$ cat config.mk
export PLATFORM = sky130hd
export DESIGN_NAME = pc_unit
export DESIGN_NICKNAME = d
export VERILOG_FILES = /design/src/rtl/pc_unit.sv
export SDC_FILE = /design/constraint.sdc
export NUM_CORES = 1
export LEC_CHECK = 0
export CAP_MARGIN = 10
export CORE_ASPECT_RATIO = 0.6
export CORE_MARGIN = 5
export CORE_UTILIZATION = 30
export DETAILED_ROUTE_END_ITERATION = 6
export PLACE_DENSITY = 0.48
export SETUP_SLACK_MARGIN = 0.2
export SLEW_MARGIN = 20
export SYNTH_ARGS = -nofsm -noshare
export SYNTH_HDL_FRONTEND = slang
export SYNTH_SLANG_ARGS = --single-unit
$ cat constraint.sdc
create_clock -name clk -period 19.1 [get_ports clk]
set_input_delay 3.82 -clock clk [delete_from_list [all_inputs] [get_ports clk]]
set_output_delay 3.82 -clock clk [all_outputs]
set_load 0.005 [all_outputs]
$ cat src/rtl/pc_unit.sv
// Program-counter unit: sequential next-PC, prioritised redirects (trap, mret, jump, branch),
// exception PC capture and a small circular return-address stack for call/return prediction.
module pc_unit #(
  parameter int              BITS         = 64,
  parameter logic [BITS-1:0] RESET_VECTOR = 64'hFFFF_FFFF_FFFF_FFFC,
  parameter logic [BITS-1:0] TRAP_VECTOR  = 64'h0000_0000_0000_0100,
  parameter int              RAS_DEPTH    = 4,
  parameter bit              COMPRESSED   = 1'b0
) (
  input  logic            clk,
  input  logic            reset,
  input  logic            stall,
  input  logic            is_compressed,
  input  logic            branch_taken,
  input  logic [BITS-1:0] branch_target,
  input  logic            jump,
  input  logic [BITS-1:0] jump_target,
  input  logic            is_call,
  input  logic            is_ret,
  input  logic            trap_req,
  input  logic            mret,
  output logic [BITS-1:0] pc_out,
  output logic [BITS-1:0] pc_plus,
  output logic [BITS-1:0] epc_out,
  output logic            misaligned,
  output logic [BITS-1:0] ras_top,
  output logic            ras_valid
);

  localparam int PW = (RAS_DEPTH > 1) ? $clog2(RAS_DEPTH) : 1;
  localparam int CW = $clog2(RAS_DEPTH + 1);

  logic [BITS-1:0] pc_q, pc_d;
  logic [BITS-1:0] epc_q, epc_d;
  logic            mis_q, mis_d;
  logic [BITS-1:0] ras_q [RAS_DEPTH];
  logic [BITS-1:0] ras_d [RAS_DEPTH];
  logic [PW-1:0]   ptr_q, ptr_d;
  logic [CW-1:0]   cnt_q, cnt_d;
  logic [BITS-1:0] step;
  logic            jump_mis, branch_mis;

  function automatic logic is_misaligned(input logic [BITS-1:0] addr);
    if (COMPRESSED) return addr[0];
    else            return |addr[1:0];
  endfunction

  always_comb begin
    step       = (COMPRESSED && is_compressed) ? BITS'(2) : BITS'(4);
    pc_plus    = pc_q + step;
    jump_mis   = is_misaligned(jump_target);
    branch_mis = is_misaligned(branch_target);
  end

  always_comb begin
    pc_d  = pc_q;
    epc_d = epc_q;
    mis_d = 1'b0;
    ras_d = ras_q;
    ptr_d = ptr_q;
    cnt_d = cnt_q;
    if (trap_req) begin
      pc_d  = TRAP_VECTOR;
      epc_d = pc_q;
    end else if (stall) begin
      pc_d = pc_q;
    end else if (mret) begin
      pc_d = epc_q;
    end else if (jump) begin
      if (jump_mis) begin
        pc_d  = TRAP_VECTOR;
        epc_d = pc_q;
        mis_d = 1'b1;
      end else begin
        pc_d = jump_target;
        // Call+ret replaces the top in place; an empty stack then holds just that entry.
        if (is_call && is_ret) begin
          ras_d[ptr_q] = pc_plus;
          if (cnt_q == '0) cnt_d = CW'(1);
        end else if (is_call) begin
          if (cnt_q != '0) ptr_d = ptr_q + PW'(1);
          ras_d[ptr_d] = pc_plus;
          if (cnt_q != CW'(RAS_DEPTH)) cnt_d = cnt_q + CW'(1);
        end else if (is_ret) begin
          if (cnt_q != '0) begin
            cnt_d = cnt_q - CW'(1);
            if (cnt_q != CW'(1)) ptr_d = ptr_q - PW'(1);
          end
        end
      end
    end else if (branch_taken) begin
      if (branch_mis) begin
        pc_d  = TRAP_VECTOR;
        epc_d = pc_q;
        mis_d = 1'b1;
      end else begin
        pc_d = branch_target;
      end
    end else begin
      pc_d = pc_plus;
    end
  end

  always_ff @(posedge clk or posedge reset) begin
    if (reset) begin
      pc_q  <= RESET_VECTOR;
      epc_q <= '0;
      mis_q <= 1'b0;
      ptr_q <= '0;
      cnt_q <= '0;
      for (int i = 0; i < RAS_DEPTH; i++) ras_q[i] <= '0;
    end else begin
      pc_q  <= pc_d;
      epc_q <= epc_d;
      mis_q <= mis_d;
      ptr_q <= ptr_d;
      cnt_q <= cnt_d;
      for (int i = 0; i < RAS_DEPTH; i++) ras_q[i] <= ras_d[i];
    end
  end

  assign pc_out     = pc_q;
  assign epc_out    = epc_q;
  assign misaligned = mis_q;
  assign ras_valid  = (cnt_q != '0);
  assign ras_top    = (cnt_q != '0) ? ras_q[ptr_q] : '0;

endmodule
== After elaboration in Yosys (flattened, before gate mapping) ==
Index checks and enable logic that the tools add are counted.
Word-level totals
  flip-flop bits (word level): 390
  bits of input ports: 138
  word-level logic and storage cells: 102
  output and inout port bits: 258
Cells by class
  muxes and demuxes: 51
  magnitude comparators: 4
  equality and inequality tests: 7
  bitwise logic cells: 7
  add/sub/neg operators: 5
  reduce and logical (&&, ||, !) cells: 19
Operators by type and width (count)
  2-to-1 mux 64 bit: 19
  bitwise mux 256 bit: 2
  2-to-1 mux 256 bit: 2
  demux 64 bit (select 2 bit): 2
  binary-select mux 64 bit (select 2 bit): 1
  adder 64 x 3 -> 64 bit (second input constant): 1
  2-to-1 mux 2 bit: 12
  2-to-1 mux 3 bit: 6
  AND reduction 9 bit: 2
  nonzero test 3 bit: 5
  != test 3 x 1 -> 1 bit (second input constant): 3
  nonzero test 2 bit: 4
  2-to-1 mux 1 bit: 7
  >= comparator 3 bit (second input constant): 2
  < comparator 3 x 1 -> 1 bit (second input constant): 2
  inverter 2 -> 3 bit: 2
  AND reduction 6 bit: 1
  inverter 1 bit: 5
  AND reduction 5 bit: 1
  != test 2 x 1 -> 1 bit (second input constant): 2
  OR reduction 2 bit: 2
  adder 3 x 1 -> 3 bit (second input constant): 1
  logical AND 1 bit: 3
  logical NOT 3 bit: 1
  other kinds (5): 5

== Depth between registers and ports, before layout ==
  depth in word-level cells: 17
  depth in mapped cells: 10
  depth with buffers taken out: 9

== Least setup slack after synthesis ==
No wires, ideal clock.
  path kind: reg-to-output
  from: register pc_q[24], in the netlist pc_out[24]
  to: output port pc_plus[41]
  stages on the path, launching flop included: 8
  arrival time: 2.640 ns
  data required time: 15.280 ns
  slack: 12.640 ns
  path buffers: 1
  path through: dfstp_2 -> clkbuf_1 -> nand3_1 -> or4_4 -> or4_4 -> or3_4 -> xor2_2 -> inv_1
Between the ends
  longest elaborated chain between the ends: 1
RTL lines
  start: declaration: RTL line 33  | logic [BITS-1:0] pc_q, pc_d;
  start signal: assignment: RTL line 113  | pc_q <= pc_d;
  adder 64 x 3 -> 64 bit: RTL line 50  | pc_plus = pc_q + step;
  end: declaration: RTL line 23  | output logic [BITS-1:0] pc_plus,
No other way between the ends.

== Final worst setup path ==
  from: register pc_q[10], in the netlist pc_out[10]
  to: output port pc_plus[51]
The elaborated chain is that of the path after synthesis.

==> results by group <==
Global route
  – Initial antenna violation count: 7
  – Pin count of the biggest net entering global routing: between 100 and 150
  – Vias in the first global route: between 15000 and 20000
  – Gr ovfl total: 0
  – Total GRT Usage: 0.237
  – First-pass GRT wire length: around 130 mm

Layout
  – Fillers: about 6600
  – Area delta synth->final: 31.5%
  – Register area: slightly below 10000 um2
  – Area of the multi-input gates: approximately 9300 um2
  – Nets: 2502
  – Layout cells sized above 1: 0.144

Critical path
  – Critical path's slowest cell: nor4_1
  – Cell count of the worst reg-to-reg path: 8
  – CP endpoint kind: primary output
  – Reg-to-reg startpoint: ptr_q[1]
  – CP Cell Sequence: nand3_1 -> nor4_1 -> nand4_1 -> or3_1 -> xnor2_1 -> inv_1 -> clkdlybuf4s50_1
  – CP startpoint: pc_out[10]
  – Worst R2R Setup Slack: 15.08 ns
  – Worst Path Arrival: around 4.4 ns
  – Startpoint type of the worst setup path: flip-flop
  – CP max FO: 8
  – CP peak stage delay: 0.69 ns
  – R2r endpoint: ras_q[3]
  – Req. time, crit path: 15.28 ns
  – Critical path type: flip-flop to primary output

STA
  – Rel. slew slack: 0.283
  – Final setup violation count: 0
  – Fmax: between 100 and 150 MHz
  – Setup TNS: 0 ns
  – Hold_ws: about 0.50 ns
  – Minimum clock period after layout: between 8 and 9 ns
  – Clk_skew: about 0.016 ns
  – Actual transition at the worst max-transition pin: 1.07 ns
  – Final hold vios: 0
  – Post-route clock period utilization: 0.430
  – RSZ-0062 raised after global routing: false
  – Final Max Tran Viols: 0

Worst hold path
  – Hold Crit Start: ras_q[67]
  – Hold Path End: ras_q[67]
  – Hold depth: 1
  – Hold Crit Class: flip-flop to flip-flop

Yosys
  – Area contributors post-synth: dfrtp_1, a21oi_1, dfstp_2
  – Number of synthesized register bits: 390
  – Syn_nets: around 2200
  – Count leader, synth: a21oi_1
  – Predominant post-synthesis flop cell: dfrtp_1
  – Avg Cell Area, Syn: slightly below 10 um2
  – Synth top area share: 0.410
  – Yosys top cell by area: dfrtp_1
  – Post-Synthesis Cells: 2034
  – Sequential area share after synthesis: 0.492
  – Post-synth top cells: a21oi_1, dfrtp_1, nor2_1
  – Mapped Area: 20000 um2
  – EDFF count, synth: 0
  – Synth cell types: between 60 and 70
  – Warnings from Yosys: 0
  – Fraction of registers with async set/reset: 1.00

Placed design
  – Final HPWL DP: approximately 61 mm
  – Port-buffer cells: 394
  – Gpl congestion: 0.850

Clock tree
  – # hold bufs at CTS: 0
  – CTS clk-pin slew, worst paths: roughly 0.060 ns
  – Post-CTS Setup Bufs: 0
  – CTS Buf Count: 43
  – Root Buffer: clkbuf_16
  – CTS tree: yes
  – Worst-case clock buffer depth: 3
  – Htree depth: 2
  – Clock Sinks: 390
  – Post_cts resized: 0
  – Worst-Skew Late Latency: approximately 0.57 ns

Die
  – Die X: between 300 and 400 um
  – Die height: ~210 um
  – Core ar.: 66100 um2
  – Die area: a little over 70000 um2
  – I/O pins: between 300 and 400
  – Row count: 73
  – Initial Util: 0.303

Pwr
  – Pleak: 11.1 nW
  – Pwr/cell area: around 90 nW/um2
  – Peak VDD IR: approximately 0.056 mV

Detailed routing
  – DRC: 0
  – First drt pass iteration count: 6
  – Routed vias: between 15000 and 20000
  – Routed Antenna Nets: 0
  – Via-to-Cell Ratio: ~5.4
  – Wire per inst: between 20 and 30 um
  – WL final: around 87 mm
  – DRT iter0 DRCs: 1733

Outcome
  – Status: finished, final reports clean

Job
  – Maxcap violations: 0
[where the power goes]
part,internal (W),switching [W]
sequential,0.000916,0.0000737
combinational,0.000243,0.000233
clock,0.000507,0.000363
total,0.00167,0.000669
[placed cells by master (no fill, tap or decap), types with 9 or more instances in the layout]
cell type,n
o22ai_1,12
nand4_1,20
dfstp_2,62
nand3_1,30
a211oi_1,14
xnor2_1,33
o221ai_1,12
or3_1,12
nor2_1,304
and2_1,67
dfrtp_1,326
a221o_1,10
a21o_1,19
nor3_1,44
and3_1,17
buf_4,39
mux4_2,64
clkbuf_8,13
a21oi_1,330
nand2_1,66
a22oi_1,12
inv_1,90
nor3b_1,9
nor4_1,13
clkdlybuf4s50_1,390
o21ai_0,68
clkbuf_1,9
ha_1,9
xor2_1,22
mux2_2,72
a221oi_1,31
clkbuf_16,45
[cell type report]
class	instances	share of cell area
Clock buffer	67	0.0509
Antenna cell	1	0.0000951
Tap cell	900	0.0428
Clock inverter	10	0.00380
Multi-Input combinational cell	1392	0.353
Inverter	94	0.0137
Sequential cell	390	0.374
Timing Repair Buffer	434	0.161
[per-layer routing]
layer / up-vias / GRT usage / part of all wire
met2: 724 / 0.345 / 0.42
li1: 7884 / - / -
met1: 9076 / 0.355 / 0.47
met3: 124 / 0.0612 / 0.089
met5: - / 0 / 0.00090
met4: 10 / 0.0513 / 0.019
[kinds of logic (layout without fill, tap and decap cells)]
kind of cell               count (synthesis)  in the layout  synth area share
DFF                                      390            390             0.492
AOI/OAI and AO/OA                        563            563             0.167
other                                      0              1                 0
buffers and inverters                    252            605            0.0481
muxes                                    142            142             0.116
xor gates and xnor gates                  57             57            0.0253
and+or+nand+nor                          621            621             0.147
adders and majority gates                  9              9           0.00563
[how the worst max path moves through the flow]
stage,endpoint
3_5_place_dp,pc_plus[42]
3_3_place_gp,pc_plus[42]
4_1_cts,pc_plus[42]
2_1_floorplan,cnt_q[0]
6_report,pc_plus[51]
5_1_grt,pc_plus[45]
[critical path: cells and delay by family (launching register included)]
| kind | cells | cell delay (ns) |
|---|---|---|
| DFF | 1 | 0.62 |
| xor gates and xnor gates | 1 | 0.53 |
| and+or+nand+nor | 4 | 2.11 |
| buffers and inverters | 2 | 0.56 |
[stage by stage]
| stage | cells | total power [W] | util | setup WS (ns) | cell area, um2 |
|---|---|---|---|---|---|
| after floorplan | 2034 | 0.00122 | - | 4.54 | 20000 |
| after global placement | 3210 | 0.00147 | 0.376 | 11.23 | 24800 |
| after detailed placement | 3210 | 0.00148 | 0.376 | 11.16 | 24800 |
| after CTS | 3287 | 0.00236 | 0.398 | 10.52 | 26300 |
| after global routing | 3288 | 0.00244 | 0.398 | 10.69 | 26300 |
| final | 3288 | 0.00234 | 0.398 | 10.88 | 26300 |
[state kept, by name, indices dropped and copies added, names as in the netlist]
name / count
ptr_q: 2
pc_out: 64
epc_out: 64
ras_q: 256
cnt_q: 3
misaligned: 1
Note: power is estimated with default switching activity, not from simulation.
